--- config.mk ---
export PLATFORM = sky130hd
export DESIGN_NAME = aes_if_responder
export DESIGN_NICKNAME = d
export VERILOG_FILES = /design/src/rtl/aes_if_responder.sv
export SDC_FILE = /design/constraint.sdc
export NUM_CORES = 1
export LEC_CHECK = 0
export ABC_AREA = 1
export BUFFER_PORTS_ARGS = -buffer_cell sky130_fd_sc_hd__buf_2
export CAP_MARGIN = 10
export CORE_AREA = 2 2 554 556
export CTS_CLUSTER_DIAMETER = 80
export DETAILED_ROUTE_END_ITERATION = 10
export DIE_AREA = 0 0 556 558
export PLACE_DENSITY_LB_ADDON = 0.05
export SETUP_SLACK_MARGIN = 0.5
export SYNTH_ARGS = -nofsm -noshare
export SYNTH_HDL_FRONTEND = slang
export SYNTH_SLANG_ARGS = --single-unit
--- constraint.sdc ---
create_clock -name CLK -period 1.86 [get_ports CLK]
set_input_delay 0.279 -clock CLK [delete_from_list [all_inputs] [get_ports CLK]]
set_output_delay 0.279 -clock CLK [all_outputs]
set_load 0.03 [all_outputs]
--- src/rtl/aes_if_responder.sv ---
// aes_if_responder: scan-chain AES responder; unpacks the scan word, drives an iterative
// engine over a load/busy handshake and marks engine start and result with two trigger pulses.
module aes_if_responder #(
    parameter int TRIG_LEN = 4,
    parameter int TIMEOUT  = 1024,
    parameter int KEY_SIZE = 2
) (
    input  logic         CLK,
    input  logic         RST_N,
    input  logic [386:0] SCAN_CHAIN,
    input  logic         ENABLE,
    output logic         TRIGGER_EXT,
    output logic [386:0] CIPHERTEXT,
    output logic [127:0] CT_OUT,
    output logic         TIMEOUT_O,
    output logic         ENG_LOAD,
    output logic [127:0] ENG_DATA,
    output logic [255:0] ENG_KEY,
    output logic [1:0]   ENG_SIZE,
    output logic         ENG_DEC,
    input  logic         ENG_BUSY,
    input  logic [127:0] ENG_RESULT
);
    localparam int TW = $clog2(TRIG_LEN + 1);
    localparam int CW = $clog2(TIMEOUT + 1);

    typedef enum logic [2:0] {IDLE, LOAD, RUN, FINISH, DONE} state_t;

    state_t        state_q, state_d;
    logic [2:0]    sel_q, sel_d;
    logic [255:0]  key_q, key_d;
    logic [127:0]  pt_q, pt_d, ct_q, ct_d, ct_out_q, ct_out_d;
    logic [386:0]  cipher_q, cipher_d;
    logic [TW-1:0] trig_cnt_q, trig_cnt_d;
    logic [CW-1:0] tmo_cnt_q, tmo_cnt_d;
    logic          trig_q, trig_d, p2_q, p2_d, busy_seen_q, busy_seen_d;
    logic          tmo_q, tmo_d, load_q, load_d;
    logic          trig_end, eng_done;

    assign trig_end = trig_q && (trig_cnt_q == TW'(TRIG_LEN - 1));
    assign eng_done = busy_seen_q && !ENG_BUSY;

    always_comb begin
        state_d     = state_q;
        sel_d       = sel_q;
        key_d       = key_q;
        pt_d        = pt_q;
        ct_d        = ct_q;
        ct_out_d    = ct_out_q;
        cipher_d    = cipher_q;
        p2_d        = p2_q;
        busy_seen_d = busy_seen_q;
        tmo_d       = tmo_q;
        load_d      = 1'b0;
        tmo_cnt_d   = tmo_cnt_q;
        trig_d      = trig_q && !trig_end;
        trig_cnt_d  = trig_d ? trig_cnt_q + TW'(1) : '0;
        case (state_q)
            IDLE: if (ENABLE) begin
                sel_d      = SCAN_CHAIN[2:0];
                key_d      = SCAN_CHAIN[1] ? SCAN_CHAIN[258:3] : key_q;
                pt_d       = SCAN_CHAIN[2] ? SCAN_CHAIN[386:259] : ct_q;
                tmo_d      = 1'b0;
                load_d     = 1'b1;
                trig_d     = 1'b1;
                trig_cnt_d = '0;
                tmo_cnt_d  = '0;
                state_d    = LOAD;
            end
            LOAD: begin
                busy_seen_d = 1'b0;
                p2_d        = 1'b0;
                tmo_cnt_d   = tmo_cnt_q + CW'(1);
                state_d     = RUN;
            end
            RUN: begin
                tmo_cnt_d   = tmo_cnt_q + CW'(1);
                busy_seen_d = busy_seen_q || ENG_BUSY;
                if (eng_done) begin
                    ct_d    = ENG_RESULT;
                    state_d = FINISH;
                end else if (tmo_cnt_q == CW'(TIMEOUT - 1)) begin
                    ct_d    = '0;
                    tmo_d   = 1'b1;
                    state_d = FINISH;
                end
            end
            // pulse 2 waits for pulse 1 to end plus one low cycle; outputs update on its rising edge
            FINISH: if (!p2_q && !trig_q) begin
                trig_d   = 1'b1;
                p2_d     = 1'b1;
                cipher_d = {sel_q, key_q, ct_q};
                ct_out_d = sel_q[0] ? ct_q : '0;
            end else if (p2_q && trig_end) begin
                state_d = DONE;
            end
            DONE: if (!ENABLE) state_d = IDLE;
            default: state_d = IDLE;
        endcase
    end

    always_ff @(posedge CLK or negedge RST_N) begin
        if (!RST_N) begin
            state_q     <= IDLE;
            sel_q       <= '0;
            key_q       <= '0;
            pt_q        <= '0;
            ct_q        <= '0;
            ct_out_q    <= '0;
            cipher_q    <= '0;
            p2_q        <= 1'b0;
            busy_seen_q <= 1'b0;
            tmo_q       <= 1'b0;
            load_q      <= 1'b0;
            tmo_cnt_q   <= '0;
            trig_q      <= 1'b0;
            trig_cnt_q  <= '0;
        end else begin
            state_q     <= state_d;
            sel_q       <= sel_d;
            key_q       <= key_d;
            pt_q        <= pt_d;
            ct_q        <= ct_d;
            ct_out_q    <= ct_out_d;
            cipher_q    <= cipher_d;
            p2_q        <= p2_d;
            busy_seen_q <= busy_seen_d;
            tmo_q       <= tmo_d;
            load_q      <= load_d;
            tmo_cnt_q   <= tmo_cnt_d;
            trig_q      <= trig_d;
            trig_cnt_q  <= trig_cnt_d;
        end
    end

    assign TRIGGER_EXT = trig_q;
    assign CIPHERTEXT  = cipher_q;
    assign CT_OUT      = ct_out_q;
    assign TIMEOUT_O   = tmo_q;
    assign ENG_LOAD    = load_q;
    assign ENG_DATA    = pt_q;
    assign ENG_KEY     = key_q;
    assign ENG_SIZE    = 2'(KEY_SIZE);
    assign ENG_DEC     = 1'b0;
endmodule
# Yosys cells after proc, flatten, opt, wreduce, memory -nomap -nowiden

Cells that the tools add are included.

Register bits: 1052
Bits of input ports: 519
Output and inout port bits: 905
Word-level logic and storage cells: 83

Add/sub/neg operators: 2
Equal/unequal tests: 14
Multiplexer cells: 28
Reductions and logical operators: 25

Operators by type and width:

| kind                    | count |
|---|---|
| $mux W128               | 4 |
| $mux W3                 | 9 |
| $pmux W11 S2            | 1 |
| $pmux W3 S5             | 1 |
| $ne A2 B2 Y1 const B    | 7 |
| $add A11 B1 Y11 const B | 1 |
| $eq A11 B10 Y1 const B  | 1 |
| $mux W11                | 1 |
| $reduce_and A2 Y1       | 5 |
| $reduce_bool A2 Y1      | 5 |
| $eq A3 B2 Y1 const B    | 3 |
| $mux W1                 | 8 |
| $pmux W1 S2             | 4 |
| $logic_and A1 B1 Y1     | 5 |
| $reduce_and A5 Y1       | 1 |
| $logic_not A1 Y1        | 4 |
| $reduce_and A4 Y1       | 1 |
| $add A3 B1 Y3 const B   | 1 |
| $eq A3 B1 Y1 const B    | 1 |
| $eq A3 B3 Y1 const B    | 1 |
| $logic_not A3 Y1        | 1 |
| $ne A3 B3 Y1 const B    | 1 |
| $reduce_and A3 Y1       | 1 |
| $reduce_or A2 Y1        | 1 |
| $logic_or A1 B1 Y1      | 1 |

# Logic depth before layout (Yosys ltp)

Depth in word-level cells: 7
Mapped depth: 10
Mapped depth without buffers: 10

# Worst setup path after synthesis

OpenSTA, ideal clock, no wires.

Path type: reg2reg
From: register tmo_cnt_q[0]
To: register ct_q[107]
Setup time: 0.127 ns
Arrival: 1.415 ns
Path slack: 0.319 ns
Stages on the path, launching flop included: 9
Buffers on the path: 2
Period minus slack after synthesis: 1.541 ns
Cells stage by stage: dfrtp_1 -> ha_1 -> inv_1 -> nor2_1 -> nand4_1 -> nand2_1 -> clkbuf_2 -> buf_2 -> o21ai_0

Word-level cells in the longest chain between the ends: 3

RTL lines:

| what                         | line | source |
|---|---|---|
| start: declaration           | 35   | `logic [CW-1:0] tmo_cnt_q, tmo_cnt_d;` |
| start signal: assignment     | 130  | `tmo_cnt_q <= tmo_cnt_d;` |
| $eq A11 B10 Y1               | 82   | `end else if (tmo_cnt_q == CW'(TIMEOUT - 1)) begin` |
| $reduce_bool A2 Y1 (no line) | --   |  |
| $reduce_and A2 Y1 (no line)  | --   |  |
| end signal: assignment       | 123  | `ct_q <= ct_d;` |
| end: declaration             | 32   | `logic [127:0] pt_q, pt_d, ct_q, ct_d, ct_out_q, ct_out_d;` |

No other way between the ends.
A chain may end at the register's enable or synchronous reset.

# Worst setup path in the final report

From: register state_q[2]
To: register cipher_q[16] (netlist: CIPHERTEXT[16])

Word-level cells in the longest chain between the ends: 2

RTL lines:

| what                        | line | source |
|---|---|---|
| start: declaration          | 29   | `state_t state_q, state_d;` |
| start signal: assignment    | 119  | `state_q <= state_d;` |
| $eq A3 B2 Y1                | 58   | `case (state_q)` |
| $reduce_and A2 Y1 (no line) | --   |  |
| end signal: assignment      | 125  | `cipher_q <= cipher_d;` |
| end: declaration            | 33   | `logic [386:0] cipher_q, cipher_d;` |

No other way between the ends.

==> reports/metrics.yaml <==
synth:
  synth_top_area_cell: "dfrtp_1"
  synth_cell_types: 27
  syn_avg_cell_area_um2: 10.1
  syn-instance-count: 4168
  yosysSeqAreaShare_pct: 62.5
  ys.warnings.count: 0
  synth_top_area_share_pct: 62.5
  ys_ff_latch: 1052
  syn_area_mm2: 0.0421
  yosys-top-cells-area: "dfrtp_1 62%, nand2_1 9.6%, o21ai_2 7.4%, o21ai_0 4.8%, inv_1 3.6%"
floorplanning:
  ios: 1424
  die_w_um: 556
  core_area_mm2: 0.305
  fp.dieArea_mm2: 0.310
  rows: 203
  dieHeight_um: 558
  start_util_pct: 13.8
sta:
  setup_viol: 0
  min_period_ns: 1.78
  fin_crit_sh_pct: 95.6
  max_freq_ghz: 0.563
  rsz0062_at_grt: "yes"
  worst_pin_slew_ns: 0.571
  slew_viol_final: 0
  finalHoldViolCount: 0
  skew_ns: 0.0632
  relSlewSlack_pct: 61.9
  hold_slack_ns: 0.126
global_route:
  grt_usage_pct: 16.0
  grt_pass1_wl_mm: 347
  grt_pass1_vias: 40300
  grt_max_degree: 87
  antenna_found_initial: 108
  grt-ovfl-total: 0
critical_path:
  endpoint_kind: "flip-flop"
  critPathArrivalTime_ns: 2.48
  path_class: "reg2reg"
  critPathMaxFanout: 24
  start_kind: "flip-flop"
  required_ns: 2.56
power_and_ir_drop:
  vdd_drop_max_mv: 0.634
  p_leak_nw: 33.1
  power_density_mw_per_mm2: 1930
placement:
  dp.cells: 9502
  place_area_mm2: 0.0548
  hpwl_mm: 200
  port_buffers: 1420
  place.gp.congestion: 0.794
route:
  drc: 0
  vias: 38500
  wire_per_inst_um: 25.3
  firstDrtPassIters: 5
  drtIter0Drc: 1921
  via_per_inst: 3.66
  drt_wl_total_mm: 266
  ant_nets: 0
clock_network:
  h-tree-depth: 4
  numCtsBuffers: 159
  clk_latency_ns: 0.83
  clk_path_buf_depth: 4
  clkTransAtPathRegs_ns: 0.05
  cts_tree: "built"
  clock-sinks: 1052
  cts_root_buffer: "clkbuf_16"
layout:
  layout_commonest_cell: "buf_2"
  syn2layout_area_growth_pct: 67.2
  final_cell_mix: "1,134 x buf_2, 1,012 x dfrtp_1, 995 x nand2_1, 580 x dlygate4sd3_1, 403 x inv_1"
  instances_no_fill: 10500
  stdcell_area_mm2: 0.0705
  layout.nets: 6916
  layout-drive-gt1-share_pct: 38.7
run:
  max_cap_violations: 0
status:
  status: "complete, no violations"
hold_path:
  holdCritPathClass: "in2async"
## routing by layer
layer / share of wire, % / up-vias / global-route usage [%]
met5: 0.11 / - / 0
met4: 2.4 / 44 / 3.81
met3: 9.2 / 373 / 6.53
met2: 48 / 1311 / 27.2
met1: 40 / 18800 / 18.7
li1: - / 18000 / -
## worst max-delay path, stage by stage, from the launching register on
cell	delay [ns]
dfrtp_1	0.38
inv_2	0.11
nand2_4	0.08
nor2_4	0.16
nand3_4	0.13
buf_12	0.18
buf_16	0.20
clkbuf_16	0.23
nand2_1	0.07
o21ai_1	0.06
## per-stage QoR
stage	setup TNS [ns]	worst slack, ns	utilization [%]	total power [mW]
finish	0	0.0824	23.1	136
global placement	0	0.0400	18.0	98.1
global route	-0.0209	-0.00743	23.1	144
floorplan	0	0.423	-	72.5
detailed placement	0	0.0366	18.0	98.1
CTS	-0.0526	-0.0161	22.6	137
## final cells by class
class,instances,area [um2]
Tap cell,3997,5000
Clock inverter,35,526
Fill cell,33300,234000
Timing Repair inverter,1,8.76
Clock buffer,231,4600
Multi-Input combinational cell,2435,12700
Sequential cell,1052,26400
Timing Repair Buffer,2335,19600
Antenna cell,32,80.1
Inverter,410,1560
## repair_timing
| action | 4_1_cts | 5_1_grt |
|---|---|---|
| buffers inserted | 72 | 23 |
| hold buffers | 580 | 0 |
| pin swaps | 31 | 6 |
| gates resized for setup | 755 | 112 |
| endpoints found under the setup margin | 1949 | 1953 |
| hold endpoints to repair | 1096 | 0 |
| cloned | 12 | 41 |
## state kept, by name, summed over array words and instances (netlist names)
signal and flops:
ct_q 128, ENG_KEY 256, p2_q 1, state_q 3, trig_cnt_q 3, CIPHERTEXT 387
TRIGGER_EXT 1, CT_OUT 128, busy_seen_q 1, ENG_LOAD 1, sel_q 3, ENG_DATA 128
tmo_cnt_q 11, TIMEOUT_O 1
## synthesized netlist by cell type
cell,instances
inv_2,4
nand2_1,1075
nor2_4,2
conb_1,2
nand3_1,148
inv_1,406
o22ai_1,2
buf_2,81
a22o_1,1
nand2_2,2
nand4_1,4
nor2_2,1
o21ai_0,408
nand3_2,2
o21bai_1,1
xor2_1,1
clkbuf_2,1
o21ai_2,355
a31oi_1,128
buf_4,15
buf_6,119
a21oi_1,2
nor2_1,150
clkbuf_1,56
o21ai_1,147
dfrtp_1,1052
ha_1,3
## kinds of logic (layout without fill, tap and decap cells)
| logic type | after synthesis | in the layout | synth area share, % |
|---|---|---|---|
| AOI/OAI and AO/OA | 1044 | 1044 | 16.0 |
| xor gates and xnor gates | 1 | 1 | 0.0208 |
| adders and majority gates | 3 | 3 | 0.0891 |
| buffers and inverters | 682 | 3012 | 8.57 |
| DFF | 1052 | 1052 | 62.5 |
| other | 2 | 35 | 0.0178 |
| and+or+nand+nor | 1384 | 1384 | 12.9 |
## worst paths after layout
kind	endpoint	start	cells after the start	slack, ns
setup / recovery	CIPHERTEXT[16]	state_q[2]	9	0.08
hold / removal	CIPHERTEXT[40]	RST_N	2	0.13
setup reg to reg	CIPHERTEXT[16]	state_q[2]	9	0.08
hold reg to reg	trig_cnt_q[0]	trig_cnt_q[0]	1	0.44
max in group asynchronous	ENG_KEY[5]	RST_N	3	0.61
min in group CLK	ENG_KEY[169]	SCAN_CHAIN[172]	4	0.21
## report_power, final
| part | switching, mW | internal (mW) |
|---|---|---|
| logic | 44.3 | 20.4 |
| registers | 6.96 | 33.4 |
| clock network | 12.3 | 18.4 |
Note: power is estimated with default switching activity, not from simulation.
